## src/rtl/pipe_stage_chain_if.sv

```systemverilog
// Upstream/downstream bundle for pipe_stage_chain: per-slice stall/flush,
// the incoming instruction fields and the last-slice outputs.
interface pipe_stage_chain_if #(
    parameter int DATA_W = 64,
    parameter int RD_W   = 5,
    parameter int CTRL_W = 2,
    parameter int DEPTH  = 1,
    parameter int CNT_W  = 16
) ();
    logic [DEPTH-1:0]  stall_i;
    logic [DEPTH-1:0]  flush_i;
    logic              valid_i;
    logic [DATA_W-1:0] data_i;
    logic [RD_W-1:0]   rd_i;
    logic [CTRL_W-1:0] ctrl_i;
    logic              valid_o;
    logic [DATA_W-1:0] data_o;
    logic [RD_W-1:0]   rd_o;
    logic [CTRL_W-1:0] ctrl_o;
    logic [CNT_W-1:0]  bubble_cnt_o;
    logic              busy_o;

    modport slave (
        input  stall_i, flush_i, valid_i, data_i, rd_i, ctrl_i,
        output valid_o, data_o, rd_o, ctrl_o, bubble_cnt_o, busy_o
    );

    modport master (
        output stall_i, flush_i, valid_i, data_i, rd_i, ctrl_i,
        input  valid_o, data_o, rd_o, ctrl_o, bubble_cnt_o, busy_o
    );
endinterface

```

## src/rtl/pipe_stage_chain.sv

```systemverilog
// Chain of DEPTH pipeline register slices with per-slice stall and flush,
// bubble insertion behind a frozen slice and a saturating output-bubble counter.
module pipe_stage_chain #(
    parameter int DATA_W = 64,
    parameter int RD_W   = 5,
    parameter int CTRL_W = 2,
    parameter int DEPTH  = 1,
    parameter int CNT_W  = 16
) (
    input  logic clk_i,
    input  logic rst_i,
    pipe_stage_chain_if.slave bus
);

    logic [DEPTH-1:0]  valid_q, valid_d;
    logic [DATA_W-1:0] data_q [DEPTH];
    logic [DATA_W-1:0] data_d [DEPTH];
    logic [RD_W-1:0]   rd_q   [DEPTH];
    logic [RD_W-1:0]   rd_d   [DEPTH];
    logic [CTRL_W-1:0] ctrl_q [DEPTH];
    logic [CTRL_W-1:0] ctrl_d [DEPTH];

    logic [DEPTH-1:0]  hold;
    logic [DEPTH-1:0]  up_hold;
    logic [DEPTH-1:0]  src_v;
    logic [DATA_W-1:0] src_data [DEPTH];
    logic [RD_W-1:0]   src_rd   [DEPTH];
    logic [CTRL_W-1:0] src_ctrl [DEPTH];

    logic [CNT_W-1:0]  cnt_q, cnt_d;

    // A stall on any slice also freezes every slice feeding it.
    always_comb begin : hold_chain
        logic acc;
        acc = 1'b0;
        for (int k = DEPTH - 1; k >= 0; k--) begin
            acc     = acc | bus.stall_i[k];
            hold[k] = acc;
        end
    end

    always_comb begin
        src_v[0]    = bus.valid_i;
        src_data[0] = bus.data_i;
        src_rd[0]   = bus.rd_i;
        src_ctrl[0] = bus.ctrl_i;
        up_hold[0]  = 1'b0;
        for (int k = 1; k < DEPTH; k++) begin
            src_v[k]    = valid_q[k-1];
            src_data[k] = data_q[k-1];
            src_rd[k]   = rd_q[k-1];
            src_ctrl[k] = ctrl_q[k-1];
            up_hold[k]  = hold[k-1];
        end
    end

    // Flush, then hold, then bubble-behind-frozen-upstream, then load.
    always_comb begin
        for (int k = 0; k < DEPTH; k++) begin
            valid_d[k] = valid_q[k];
            data_d[k]  = data_q[k];
            rd_d[k]    = rd_q[k];
            ctrl_d[k]  = ctrl_q[k];
            if (bus.flush_i[k] || (!hold[k] && up_hold[k])) begin
                valid_d[k] = 1'b0;
                ctrl_d[k]  = '0;
            end else if (!hold[k]) begin
                valid_d[k] = src_v[k];
                data_d[k]  = src_data[k];
                rd_d[k]    = src_rd[k];
                ctrl_d[k]  = src_v[k] ? src_ctrl[k] : '0;
            end
        end
    end

    always_comb begin
        cnt_d = cnt_q;
        if (!valid_q[DEPTH-1] && (cnt_q != {CNT_W{1'b1}})) begin
            cnt_d = cnt_q + CNT_W'(1);
        end
    end

    always_ff @(posedge clk_i or negedge rst_i) begin
        if (!rst_i) begin
            valid_q <= '0;
            cnt_q   <= '0;
            for (int k = 0; k < DEPTH; k++) begin
                data_q[k] <= '0;
                rd_q[k]   <= '0;
                ctrl_q[k] <= '0;
            end
        end else begin
            valid_q <= valid_d;
            cnt_q   <= cnt_d;
            for (int k = 0; k < DEPTH; k++) begin
                data_q[k] <= data_d[k];
                rd_q[k]   <= rd_d[k];
                ctrl_q[k] <= ctrl_d[k];
            end
        end
    end

    assign bus.valid_o      = valid_q[DEPTH-1];
    assign bus.data_o       = data_q[DEPTH-1];
    assign bus.rd_o         = rd_q[DEPTH-1];
    assign bus.ctrl_o       = valid_q[DEPTH-1] ? ctrl_q[DEPTH-1] : '0;
    assign bus.bubble_cnt_o = cnt_q;
    assign bus.busy_o       = |valid_q;

endmodule

```

## src/flat_wrapper.sv

```systemverilog
// flat-port wrapper written by rule: the top's interface ports become plain ports
module pipe_stage_chain_flat 
#(
    parameter int DATA_W = 64,
    parameter int RD_W   = 5,
    parameter int CTRL_W = 2,
    parameter int DEPTH  = 1,
    parameter int CNT_W  = 16
)
  (clk_i, rst_i, bus_stall_i, bus_flush_i, bus_valid_i, bus_data_i, bus_rd_i, bus_ctrl_i, bus_valid_o, bus_data_o, bus_rd_o, bus_ctrl_o, bus_bubble_cnt_o, bus_busy_o);
  pipe_stage_chain_if #(.DATA_W(DATA_W), .RD_W(RD_W), .CTRL_W(CTRL_W), .DEPTH(DEPTH), .CNT_W(CNT_W)) bus_i ();
  input  logic clk_i;
  input  logic rst_i;
  input wire logic [$bits(bus_i.stall_i)-1:0] bus_stall_i;
  input wire logic [$bits(bus_i.flush_i)-1:0] bus_flush_i;
  input wire logic [$bits(bus_i.valid_i)-1:0] bus_valid_i;
  input wire logic [$bits(bus_i.data_i)-1:0] bus_data_i;
  input wire logic [$bits(bus_i.rd_i)-1:0] bus_rd_i;
  input wire logic [$bits(bus_i.ctrl_i)-1:0] bus_ctrl_i;
  output wire logic [$bits(bus_i.valid_o)-1:0] bus_valid_o;
  output wire logic [$bits(bus_i.data_o)-1:0] bus_data_o;
  output wire logic [$bits(bus_i.rd_o)-1:0] bus_rd_o;
  output wire logic [$bits(bus_i.ctrl_o)-1:0] bus_ctrl_o;
  output wire logic [$bits(bus_i.bubble_cnt_o)-1:0] bus_bubble_cnt_o;
  output wire logic [$bits(bus_i.busy_o)-1:0] bus_busy_o;
  assign bus_i.stall_i = bus_stall_i;
  assign bus_i.flush_i = bus_flush_i;
  assign bus_i.valid_i = bus_valid_i;
  assign bus_i.data_i = bus_data_i;
  assign bus_i.rd_i = bus_rd_i;
  assign bus_i.ctrl_i = bus_ctrl_i;
  assign bus_valid_o = bus_i.valid_o;
  assign bus_data_o = bus_i.data_o;
  assign bus_rd_o = bus_i.rd_o;
  assign bus_ctrl_o = bus_i.ctrl_o;
  assign bus_bubble_cnt_o = bus_i.bubble_cnt_o;
  assign bus_busy_o = bus_i.busy_o;
  pipe_stage_chain #(.DATA_W(DATA_W), .RD_W(RD_W), .CTRL_W(CTRL_W), .DEPTH(DEPTH), .CNT_W(CNT_W)) u_core (.clk_i(clk_i), .rst_i(rst_i), .bus(bus_i));
endmodule
```

## config.mk

```make
export PLATFORM = sky130hd
export DESIGN_NAME = pipe_stage_chain_flat
export DESIGN_NICKNAME = d
export VERILOG_FILES = /design/src/rtl/pipe_stage_chain_if.sv /design/src/rtl/pipe_stage_chain.sv /design/src/flat_wrapper.sv
export SDC_FILE = /design/constraint.sdc
export NUM_CORES = 1
export LEC_CHECK = 0
export CAP_MARGIN = 20
export CORE_MARGIN = 3
export CORE_UTILIZATION = 39
export CTS_CLUSTER_DIAMETER = 120
export CTS_CLUSTER_SIZE = 20
export DETAILED_ROUTE_END_ITERATION = 10
export PLACE_DENSITY_LB_ADDON = 0.25
export SETUP_SLACK_MARGIN = 0.2
export SLEW_MARGIN = 5
export SYNTH_ARGS = -nofsm -noshare
export SYNTH_HDL_FRONTEND = slang
export SYNTH_SLANG_ARGS = --single-unit
```

## constraint.sdc

```tcl
create_clock -name clk_i -period 2.31 [get_ports clk_i]
set_input_delay 0.462 -clock clk_i [delete_from_list [all_inputs] [get_ports clk_i]]
set_output_delay 0.462 -clock clk_i [all_outputs]
set_load 0.1 [all_outputs]
```

=== Word-level counts from Yosys, hierarchy flattened ===
Index checks and enable logic that the tools add are counted.

* Register bits: 88
* Bits in latches: 0
* RAM bits: 0
* ROM bits: 0
* Input bits: 76
* Output and inout port bits: 89
* Word-level logic and storage cells: 19
* Memories kept: 0

* $add $sub $neg: 1
* $mul: 0
* Divide/modulo/power cells: 0
* $lt $le $gt $ge: 0
* Eq/ne operators: 2
* Shifts and indexed selects: 0
* Mux-type cells: 6
* Bitwise operators: 2
* Reductions and logical operators: 3

{| class="wikitable"
|+ Operator list
! kind !! number
|-
| adder 16 x 1 -> 16 bit, second input constant || 1
|-
| != test 16 bit, second input constant || 1
|-
| two-way mux 2 bit || 4
|-
| two-way mux 1 bit || 2
|-
| != test 2 x 1 -> 1 bit, second input constant || 1
|-
| NOT 1 bit || 2
|-
| AND reduction 2 bit || 1
|-
| logical AND 1 bit || 1
|-
| zero test 1 bit || 1
|}

=== Depth between registers and ports, before layout ===
Gate-level depths: netlist of the first run.

* Depth in word-level cells: 3
* Mapped depth: 6
* Depth with buffers taken out: 5

=== Worst setup path after synthesis of the first run ===
No wires, ideal clock.

* Kind: register to output
* From: register u_core.valid_q (netlist: u_core.bus.busy_o)
* To: output bus_ctrl_o[0]
* Arrival: 1.901 ns
* Data required time: 1.848 ns
* Slack: -0.053 ns
* Cell stages (with the launch flop): 2
* Path buffers: 0
* Path through: dfrtp_1 > and2_1

* Cells in the longest elaborated chain, start to end: 1

{| class="wikitable"
|+ Ends and longest elaborated chain
! item !! line !! RTL
|-
| start, declared || pipe_stage_chain.sv:15 || <nowiki>logic [DEPTH-1:0] valid_q, valid_d;</nowiki>
|-
| start signal, assigned || pipe_stage_chain.sv:93 || <nowiki>valid_q <= valid_d;</nowiki>
|-
| two-way mux 2 bit || pipe_stage_chain.sv:106 || <nowiki>assign bus.ctrl_o = valid_q[DEPTH-1] ? ctrl_q[DEPTH-1] : '0;</nowiki>
|-
| end, declared || flat_wrapper.sv:23 || <nowiki>output wire logic [$bits(bus_i.ctrl_o)-1:0] bus_ctrl_o;</nowiki>
|}

No other way between the ends.

=== Worst setup path in the final report of the first run ===
* From: register u_core.valid_q (netlist: u_core.bus.busy_o)
* To: output bus_ctrl_o[1]

The elaborated chain is that of the path after synthesis.

==> results of run 1 <==
==> how the worst max path moves through the flow <==
| stage | end | start | slack, ps |
|---|---|---|---|
| 5_1_grt | bus_ctrl_o[1] | u_core.bus.busy_o$_DFFE_PN0P_ | 490 |
| 2_1_floorplan | u_core.bus.bubble_cnt_o[1]$_DFFE_PN0P_ | u_core.bus.bubble_cnt_o[2]$_DFFE_PN0P_ | 230 |
| 3_5_place_dp | u_core.bus.data_o[61]$_DFFE_PN0P_ | bus_stall_i | 330 |
| 4_1_cts | bus_ctrl_o[1] | u_core.bus.busy_o$_DFFE_PN0P_ | 520 |
| 3_3_place_gp | u_core.bus.data_o[58]$_DFFE_PN0P_ | bus_stall_i | 360 |
| 6_report | bus_ctrl_o[1] | u_core.bus.busy_o$_DFFE_PN0P_ | 550 |
==> state kept, by name, indices dropped and copies added (netlist names) <==
signal                   count
u_core.bus.busy_o            1
u_core.ctrl_q                2
u_core.bus.bubble_cnt_o     16
u_core.bus.rd_o              5
u_core.bus.data_o           64
==> routing by layer <==
metal | wire [um] | up-vias | GRT usage (%) | part of all wire (%)
li1 | - | 1149 | - | -
met1 | 3082 | 1221 | 17.99 | 37
met2 | 4092 | 109 | 27.44 | 50
met3 | 935 | 10 | 7.820 | 11
met4 | 131 | 0 | 6.033 | 1.6
met5 | 0 | - | 0 | 0
==> logic make-up after synthesis <==
kind of cell	synth area share, %
AOI/OAI and AO/OA	1.530
xor gates and xnor gates	3.237
adders and majority gates	0.3557
buffers and inverters	1.636
DFF	62.61
muxes	22.52
and+or+nand+nor	8.111
==> power breakdown <==
part           switching [W]  internal [W]  total (W)
Sequential          0.000219       0.00179    0.00201
Clock               0.000532      0.000529    0.00106
Combinational        0.00213      0.000659    0.00279
Total                0.00288       0.00298    0.00587
==> metrics by stage <==
step / std cells / hold slack, ps / utilization, %
after floorplan: 228 / 166.4 / -
after global placement: 494 / 478.7 / 58.31
after detailed placement: 494 / 476.5 / 58.31
after CTS: 510 / 134.8 / 60.57
after global routing: 510 / 150.9 / 60.57
final: 510 / 113.3 / 60.57
==> final cells by class <==
class | instances | area (sq um)
Tap cell | 108 | 135.1
Timing Repair Buffer | 167 | 1464
Clock buffer | 11 | 141.4
Multi-Input combinational cell | 131 | 1265
Clock inverter | 5 | 56.30
Sequential cell | 88 | 2221
Fill cell | 706 | 3438
==> cell usage after synthesis, drive strengths merged <==
master	number
nor2	6
mux2	70
nand3	4
and2b	1
nor2b	1
nand4	3
o21a	1
xor2	9
nand3b	2
and2	2
nor3	3
and3	1
or3	1
a211oi	1
a22oi	1
ha	1
nand4b	2
nand2	5
dfrtp	88
xnor2	4
nor4	3
a31oi	1
o21ai	2
and4	4
buf	9
a21oi	2
nor3b	1
==> report_table.html, run 1 <==
<table>
<tr><th>Metric</th><th>Value</th></tr>
<tr><th colspan="2">Power and ir drop</th></tr>
<tr><td>Post-layout power</td><td>0.005865 W</td></tr>
<tr><td>Power per unit of standard cell area</td><td>1110 nW/um^2</td></tr>
<tr><td>Leak pwr</td><td>roughly 2.3 nW</td></tr>
<tr><td>Peak supply drop</td><td>around 0.0006 V</td></tr>
<tr><th colspan="2">Detailed routing</th></tr>
<tr><td>Detailed Routing Iterations Pass 1</td><td>4</td></tr>
<tr><td>Final wirelength</td><td>8241 um</td></tr>
<tr><td>Routed wire per std cell</td><td>16.16 um</td></tr>
<tr><td>Overall via count from detail_route</td><td>between 2k and 2.5k</td></tr>
<tr><td>Via density</td><td>just under 5</td></tr>
<tr><td>Final routed DRC violation total</td><td>0</td></tr>
<tr><td>DR iter-0 viols</td><td>52</td></tr>
<tr><td>Residual antenna-violating net count after detailed routing</td><td>0</td></tr>
<tr><th colspan="2">CTS</th></tr>
<tr><td>Later-pin clock latency in the skew report</td><td>340 ps</td></tr>
<tr><td>Clock transition at the register clock pins on the worst setup and hold paths after CTS</td><td>about 80 ps</td></tr>
<tr><td>Clock sink count</td><td>just under 90</td></tr>
<tr><td>Number of buffers added for setup after CTS</td><td>0</td></tr>
<tr><td>Number of hold buffers added after CTS</td><td>0</td></tr>
<tr><td>CTS Buf Count</td><td>9</td></tr>
<tr><td>Total of cells resized after clock tree synthesis</td><td>0</td></tr>
<tr><td>Number of levels the H-tree was split into</td><td>3</td></tr>
<tr><td>Longest Clk Path Bufs</td><td>2</td></tr>
<tr><td>Clock tree from TritonCTS</td><td>built</td></tr>
<tr><td>Cell at the root of the clock tree</td><td>sky130_fd_sc_hd__clkbuf_8</td></tr>
<tr><th colspan="2">Critical path</th></tr>
<tr><td>R2R Path End</td><td>u_core.bus.bubble_cnt_o[1]$_DFFE_PN0P_</td></tr>
<tr><td>Critical path's largest stage delay</td><td>a little under 500 ps</td></tr>
<tr><td>Depth of the critical timing path with buffers and inverters included</td><td>2</td></tr>
<tr><td>Gate family responsible for the most delay along the worst path</td><td>flip-flops</td></tr>
<tr><td>Crit path cell chain</td><td>and2_2, buf_4</td></tr>
<tr><td>Slowest stage cell on the critical path</td><td>sky130_fd_sc_hd__dfrtp_2</td></tr>
<tr><td>Launching element type of the critical path</td><td>flip-flop</td></tr>
<tr><td>Start-to-end type of the worst setup path</td><td>flip-flop to output pin</td></tr>
<tr><td>Minimum setup slack among reg-to-reg paths</td><td>roughly 670 ps</td></tr>
<tr><td>Worst reg2reg path depth</td><td>5</td></tr>
<tr><td>Data required time at the worst endpoint</td><td>between 1500 and 2000 ps</td></tr>
<tr><td>Worst path arrival time</td><td>1290 ps</td></tr>
<tr><td>Worst path buffer plus inverter count</td><td>1</td></tr>
<tr><td>CP Capture Type</td><td>output pin</td></tr>
<tr><td>Startpoint of the worst-slack reg-to-reg timing path</td><td>u_core.bus.bubble_cnt_o[0]$_DFFE_PN0P_</td></tr>
<tr><td>Worst-path fanout max</td><td>9</td></tr>
<tr><th colspan="2">GRT</th></tr>
<tr><td>Wire length of the first global-routing pass</td><td>around 13000 um</td></tr>
<tr><td>Gr usage total</td><td>16.35%</td></tr>
<tr><td>Largest net degree at the start of global routing</td><td>between 50 and 60</td></tr>
<tr><td>Initial antenna violation count</td><td>0</td></tr>
<tr><td>Number of global-route vias before repair</td><td>approximately 2.7k</td></tr>
<tr><td>Sum of overflow across all layers after global routing</td><td>0</td></tr>
<tr><th colspan="2">Logic synthesis</th></tr>
<tr><td>Netlist cell types</td><td>35</td></tr>
<tr><td>Instance count of the mapped netlist</td><td>about 230</td></tr>
<tr><td>Number of nets in the synthesized netlist</td><td>roughly 310</td></tr>
<tr><td>Area fraction of the dominant cell type after synthesis</td><td>between 60% and 70%</td></tr>
<tr><td>Sequential element share of the synthesized area</td><td>62.61%</td></tr>
<tr><td>Average instance area after synthesis</td><td>around 15 sq um</td></tr>
<tr><td>Main area contributors after synthesis</td><td>sky130_fd_sc_hd__dfrtp_1 (63%), sky130_fd_sc_hd__mux2_2 (22%), sky130_fd_sc_hd__xor2_1 (2.2%)</td></tr>
<tr><td>Cell type contributing the most total cell area after synthesis</td><td>sky130_fd_sc_hd__dfrtp_1</td></tr>
<tr><td>Register bit total from synthesis</td><td>slightly below 90</td></tr>
<tr><td>Synth Warn #</td><td>0</td></tr>
<tr><td>Combined area of all synthesized cells</td><td>between 3000 and 4000 sq um</td></tr>
<tr><th colspan="2">Timing</th></tr>
<tr><td>Crit path time final</td><td>approximately 1800 ps</td></tr>
<tr><td>Period utilization</td><td>76.04%</td></tr>
<tr><td>Max Clock Freq</td><td>569.3 MHz</td></tr>
<tr><td>Sum of negative setup slack</td><td>0 ps</td></tr>
<tr><td>Transition time of the tightest slew-check pin</td><td>between 500 and 600 ps</td></tr>
<tr><td>Number of max-slew violations in the final report</td><td>0</td></tr>
<tr><td>RSZ-0062 raised after global routing</td><td>false</td></tr>
<tr><td>Number of hold violations in the final report</td><td>0</td></tr>
<tr><td>Worst Skew</td><td>roughly 12 ps</td></tr>
<tr><td>Final setup violation count</td><td>0</td></tr>
<tr><td>Worst setup slack after layout</td><td>~550 ps</td></tr>
<tr><td>Rel. slew slack</td><td>about 60%</td></tr>
<tr><th colspan="2">Final layout</th></tr>
<tr><td>Number of nets in the layout</td><td>around 470</td></tr>
<tr><td>Antenna fix cells</td><td>0</td></tr>
<tr><td>Ratio of cells with drive above 1 in the final layout</td><td>between 50% and 60%</td></tr>
<tr><td>Commonest non-fill, non-tap cell in the layout</td><td>sky130_fd_sc_hd__buf_4</td></tr>
<tr><td>Final instance area</td><td>about 5300 sq um</td></tr>
<tr><td>Commonest cells after routing, fill and taps aside</td><td>sky130_fd_sc_hd__buf_4 (91), sky130_fd_sc_hd__clkdlybuf4s50_1 (74), sky130_fd_sc_hd__dfrtp_1 (73), sky130_fd_sc_hd__mux2_2 (69), sky130_fd_sc_hd__dfrtp_2 (15)</td></tr>
<tr><td>Layout area overhead</td><td>50.20%</td></tr>
<tr><th colspan="2">Placement</th></tr>
<tr><td>Cell area after placement</td><td>about 5100 sq um</td></tr>
<tr><td>Weighted congestion reported at the end of routability-driven placement</td><td>roughly 0.7</td></tr>
<tr><td>Post-placement setup slack</td><td>327.4 ps</td></tr>
<tr><td>Count of input and output buffers</td><td>roughly 160</td></tr>
<tr><td>Post-DP HPWL</td><td>roughly 6200 um</td></tr>
<tr><th colspan="2">Die</th></tr>
<tr><td>Area of the die</td><td>10190 sq um</td></tr>
<tr><td>Starting density of the core</td><td>around 40%</td></tr>
<tr><td>Die Span Y</td><td>approximately 100 um</td></tr>
<tr><td>Area of the core region</td><td>8721 sq um</td></tr>
<tr><td>Die Span X</td><td>between 100 and 150 um</td></tr>
<tr><td>Number of ports placed on the die boundary</td><td>165</td></tr>
<tr><td>Num rows</td><td>34</td></tr>
<tr><th colspan="2">Hold path</th></tr>
<tr><td>Kind of path behind the tightest hold check</td><td>input pin to asynchronous set/reset pin</td></tr>
<tr><th colspan="2">Flow run</th></tr>
<tr><td>Number of max-cap violations</td><td>0</td></tr>
<tr><th colspan="2">Status</th></tr>
<tr><td>Outcome</td><td>finished, final reports clean</td></tr>
</table>
Note: power is estimated with default switching activity, not from simulation.
==> run 2: changes to the inputs <==
Clock period 2.31 ns to 1.7 ns, I/O delays scaled along.
==> run 2 against run 1 <==
Routed wire length increased by 17%. Worst hold slack got worse by 95 ps. Clock-buffer cell count decreased by 1. Non-clock buffer count increased by 34. Critical path depth increased by 1. Die area unchanged. Clock power increased by 54%. Critical endpoint unchanged. Largest cell class is now non-clock buffers.
==> report_table.html, run 2 (same netlist as run 1, synthesis figures left out) <==
<table>
<tr><th>Metric</th><th>Value</th></tr>
<tr><th colspan="2">Hold path</th></tr>
<tr><td>Kind of path behind the tightest hold check</td><td>input pin to asynchronous set/reset pin</td></tr>
<tr><th colspan="2">CTS</th></tr>
<tr><td>Number of hold buffers added after CTS</td><td>0 (unchanged)</td></tr>
<tr><td>Clock tree from TritonCTS</td><td>built</td></tr>
<tr><td>Cell at the root of the clock tree</td><td>sky130_fd_sc_hd__clkbuf_8</td></tr>
<tr><td>Number of levels the H-tree was split into</td><td>3 (unchanged)</td></tr>
<tr><td>Clock transition at the register clock pins on the worst setup and hold paths after CTS</td><td>90 ps (about the same)</td></tr>
<tr><td>CTS Buf Count</td><td>9 (unchanged)</td></tr>
<tr><td>Clock sink count</td><td>88 (unchanged)</td></tr>
<tr><td>Later-pin clock latency in the skew report</td><td>350 ps (about the same)</td></tr>
<tr><td>Longest Clk Path Bufs</td><td>2 (unchanged)</td></tr>
<tr><th colspan="2">Die</th></tr>
<tr><td>Die Span Y</td><td>101.0 um (unchanged)</td></tr>
<tr><td>Number of ports placed on the die boundary</td><td>165 (unchanged)</td></tr>
<tr><td>Starting density of the core</td><td>40.33% (unchanged)</td></tr>
<tr><td>Area of the die</td><td>10190 sq um (unchanged)</td></tr>
<tr><td>Area of the core region</td><td>8721 sq um (unchanged)</td></tr>
<tr><td>Die Span X</td><td>101.0 um (unchanged)</td></tr>
<tr><td>Num rows</td><td>34 (unchanged)</td></tr>
<tr><th colspan="2">Final layout</th></tr>
<tr><td>Layout area overhead</td><td>94.59%</td></tr>
<tr><td>Number of nets in the layout</td><td>508 (+7.2%)</td></tr>
<tr><td>Final cell utilization of the core</td><td>78.48% (+18 points)</td></tr>
<tr><td>Antenna fix cells</td><td>0 (unchanged)</td></tr>
<tr><td>Ratio of cells with drive above 1 in the final layout</td><td>57.34% (+5.8 points)</td></tr>
<tr><td>Number of flip-flops under the largest register name</td><td>64 (unchanged)</td></tr>
<tr><td>Commonest non-fill, non-tap cell in the layout</td><td>sky130_fd_sc_hd__buf_12</td></tr>
<tr><td>Commonest cells after routing, fill and taps aside</td><td>sky130_fd_sc_hd__buf_12 (91), sky130_fd_sc_hd__clkdlybuf4s50_1 (74), sky130_fd_sc_hd__dfrtp_1 (71), sky130_fd_sc_hd__mux2_2 (69), sky130_fd_sc_hd__buf_4 (27)</td></tr>
<tr><th colspan="2">Detailed routing</th></tr>
<tr><td>Detailed Routing Iterations Pass 1</td><td>4 (unchanged)</td></tr>
<tr><td>Final wirelength</td><td>9671 um (+17%)</td></tr>
<tr><td>Routed wire per std cell</td><td>17.78 um (+10%)</td></tr>
<tr><td>Via density</td><td>4.892 (+0.23%)</td></tr>
<tr><td>Final routed DRC violation total</td><td>0 (unchanged)</td></tr>
<tr><td>Overall via count from detail_route</td><td>2661 (+6.9%)</td></tr>
<tr><td>DR iter-0 viols</td><td>50 (-3.8%)</td></tr>
<tr><td>Residual antenna-violating net count after detailed routing</td><td>0 (unchanged)</td></tr>
<tr><th colspan="2">Timing</th></tr>
<tr><td>Max Clock Freq</td><td>approximately 620 MHz</td></tr>
<tr><td>Rel. slew slack</td><td>69.12% (+9.1 points)</td></tr>
<tr><td>Final setup violation count</td><td>0 (unchanged)</td></tr>
<tr><td>Period utilization</td><td>94.95%</td></tr>
<tr><td>RSZ-0062 raised after global routing</td><td>true</td></tr>
<tr><td>Worst Skew</td><td>7.113 ps (-5.146 ps)</td></tr>
<tr><td>Transition time of the tightest slew-check pin</td><td>463.2 ps (-136.1 ps)</td></tr>
<tr><td>Number of hold violations in the final report</td><td>0 (unchanged)</td></tr>
<tr><td>Crit path time final</td><td>between 1500 and 2000 ps</td></tr>
<tr><td>Number of max-slew violations in the final report</td><td>0 (unchanged)</td></tr>
<tr><th colspan="2">Critical path</th></tr>
<tr><td>Critical path's largest stage delay</td><td>500 ps (about the same)</td></tr>
<tr><td>Minimum setup slack among reg-to-reg paths</td><td>100 ps (-570 ps)</td></tr>
<tr><td>Worst reg2reg path depth</td><td>6 (+1)</td></tr>
<tr><td>Worst path buffer plus inverter count</td><td>2 (+1)</td></tr>
<tr><td>Start-to-end type of the worst setup path</td><td>flip-flop to output pin</td></tr>
<tr><td>Crit path cell chain</td><td>buf_6, and2_4, buf_12</td></tr>
<tr><td>R2R Path End</td><td>u_core.bus.bubble_cnt_o[4]$_DFFE_PN0P_</td></tr>
<tr><td>Worst path arrival time</td><td>1270 ps (-20 ps)</td></tr>
<tr><td>Launching element type of the critical path</td><td>flip-flop</td></tr>
<tr><td>Gate family responsible for the most delay along the worst path</td><td>flip-flops</td></tr>
<tr><td>CP Capture Type</td><td>output pin</td></tr>
<tr><td>Worst-path fanout max</td><td>4 (-5)</td></tr>
<tr><td>Startpoint of the worst-slack reg-to-reg timing path</td><td>u_core.bus.busy_o$_DFFE_PN0P_</td></tr>
<tr><td>Data required time at the worst endpoint</td><td>1360 ps (-490 ps)</td></tr>
<tr><td>Slowest stage cell on the critical path</td><td>sky130_fd_sc_hd__dfrtp_4</td></tr>
<tr><th colspan="2">Power and ir drop</th></tr>
<tr><td>Power per unit of standard cell area</td><td>1403 nW/um^2 (+26%)</td></tr>
<tr><td>Leak pwr</td><td>2.922 nW (+25%)</td></tr>
<tr><td>Post-layout power</td><td>0.009599 W (+64%)</td></tr>
<tr><td>NetSw</td><td>0.004285 W (+49%)</td></tr>
<tr><td>Share of power burned in the clock network</td><td>16.9% (-1.2 points)</td></tr>
<tr><td>Switching portion of total power</td><td>44.64% (-4.5 points)</td></tr>
<tr><td>Internal power contribution</td><td>0.005314 W (+78%)</td></tr>
<tr><td>Power share of the sequential group</td><td>30.3% (-4.0 points)</td></tr>
<tr><td>Share of total power in combinational logic</td><td>52.8% (+5.2 points)</td></tr>
<tr><td>Peak supply drop</td><td>0.0008499 V (+43%)</td></tr>
<tr><th colspan="2">GRT</th></tr>
<tr><td>Initial antenna violation count</td><td>0 (unchanged)</td></tr>
<tr><td>Largest net degree at the start of global routing</td><td>89 (+59%)</td></tr>
<tr><td>Number of global-route vias before repair</td><td>2820 (+5.8%)</td></tr>
<tr><td>Wire length of the first global-routing pass</td><td>14420 um (+11%)</td></tr>
<tr><td>Sum of overflow across all layers after global routing</td><td>0 (unchanged)</td></tr>
<tr><td>Gr usage total</td><td>18.26% (+1.9 points)</td></tr>
<tr><th colspan="2">Flow run</th></tr>
<tr><td>Number of max-cap violations</td><td>0 (unchanged)</td></tr>
<tr><th colspan="2">Placement</th></tr>
<tr><td>Count of input and output buffers</td><td>164 (unchanged)</td></tr>
<tr><td>Post-DP HPWL</td><td>6801 um (+11%)</td></tr>
<tr><td>Weighted congestion reported at the end of routability-driven placement</td><td>0.7820 (+9.6%)</td></tr>
<tr><th colspan="2">Status</th></tr>
<tr><td>Outcome</td><td>finished, final reports clean</td></tr>
</table>
[run 2: cell types whose count changed in the layout (fill, tap and decap cells not counted), sizes merged]
cell / before / now
buf: 93 / 127
bufinv: 1 / 2
clkbuf: 11 / 10
clkinv: 3 / 2
clkinvlp: 1 / 2
[run 2: worst max path at each step]
stage | endpoint | depth (start not counted) | start | slack (ps)
detailed placement | u_core.bus.data_o[26]$_DFFE_PN0P_ | 4 | bus_flush_i | -40
global placement | u_core.bus.data_o[35]$_DFFE_PN0P_ | 4 | bus_flush_i | -20
global route | u_core.bus.bubble_cnt_o[14]$_DFFE_PN0P_ | 5 | u_core.bus.busy_o$_DFFE_PN0P_ | -30
finish | bus_ctrl_o[1] | 3 | u_core.bus.busy_o$_DFFE_PN0P_ | 90
CTS | bus_ctrl_o[0] | 3 | u_core.bus.busy_o$_DFFE_PN0P_ | 90
floorplan | u_core.bus.bubble_cnt_o[1]$_DFFE_PN0P_ | 6 | u_core.bus.bubble_cnt_o[1]$_DFFE_PN0P_ | -110
[run 2: metal layers]
metal,vias to the layer above,global-route usage [%],part of all wire (%)
met1,1306,20.67,35
met2,125,30.89,52
met5,-,0,0
met4,0,5.624,1.9
met3,17,8.304,11
li1,1213,-,-
[run 2: layout make-up]
class	count	area (sq um)
Tap cell	108	135.1
Timing Repair Buffer	201	2867
Sequential cell	88	2263
Multi-Input combinational cell	131	1349
Clock inverter	6	92.59
Fill cell	476	1877
Clock buffer	10	137.6
[run 2: worst register-to-register path, cell delays in order, from the launching register on]
cell,delay [ps]
sky130_fd_sc_hd__dfrtp_4,500
sky130_fd_sc_hd__buf_6,140
sky130_fd_sc_hd__nand4b_1,240
sky130_fd_sc_hd__buf_4,200
sky130_fd_sc_hd__a31oi_4,190
sky130_fd_sc_hd__buf_6,120
sky130_fd_sc_hd__xor2_1,140
[run 2: power by group through the flow]
stage / combinational (W) / sequential [W] / clock [W]
5_1_grt: 0.00522 / 0.00296 / 0.00176
3_5_place_dp: 0.00478 / 0.00299 / 0
6_report: 0.00507 / 0.00290 / 0.00163
3_3_place_gp: 0.00473 / 0.00296 / 0
4_1_cts: 0.00488 / 0.00293 / 0.00166
2_1_floorplan: 0.000492 / 0.00521 / 0
[run 2: stage by stage]
step / cells / setup slack [ps] / setup TNS, ps / hold slack, ps / cell area (sq um)
6_report: 544 / 85.84 / 0 / 18.18 / 6844
5_1_grt: 544 / -27.07 / -27.07 / 25.66 / 6844
4_1_cts: 524 / 89.68 / 0 / 32.58 / 6644
3_5_place_dp: 501 / -43.33 / -1125 / 416.8 / 6307
3_3_place_gp: 501 / -17.21 / -692.1 / 420.5 / 6307
2_1_floorplan: 228 / -110.1 / -206.1 / 44.41 / 3595
[run 2: repair_timing]
item | CTS | global route
resized for setup | 10 | 10
pin swaps | 4 | 9
endpoints found under the setup margin | 12 | 20
buffers inserted | 7 | 20
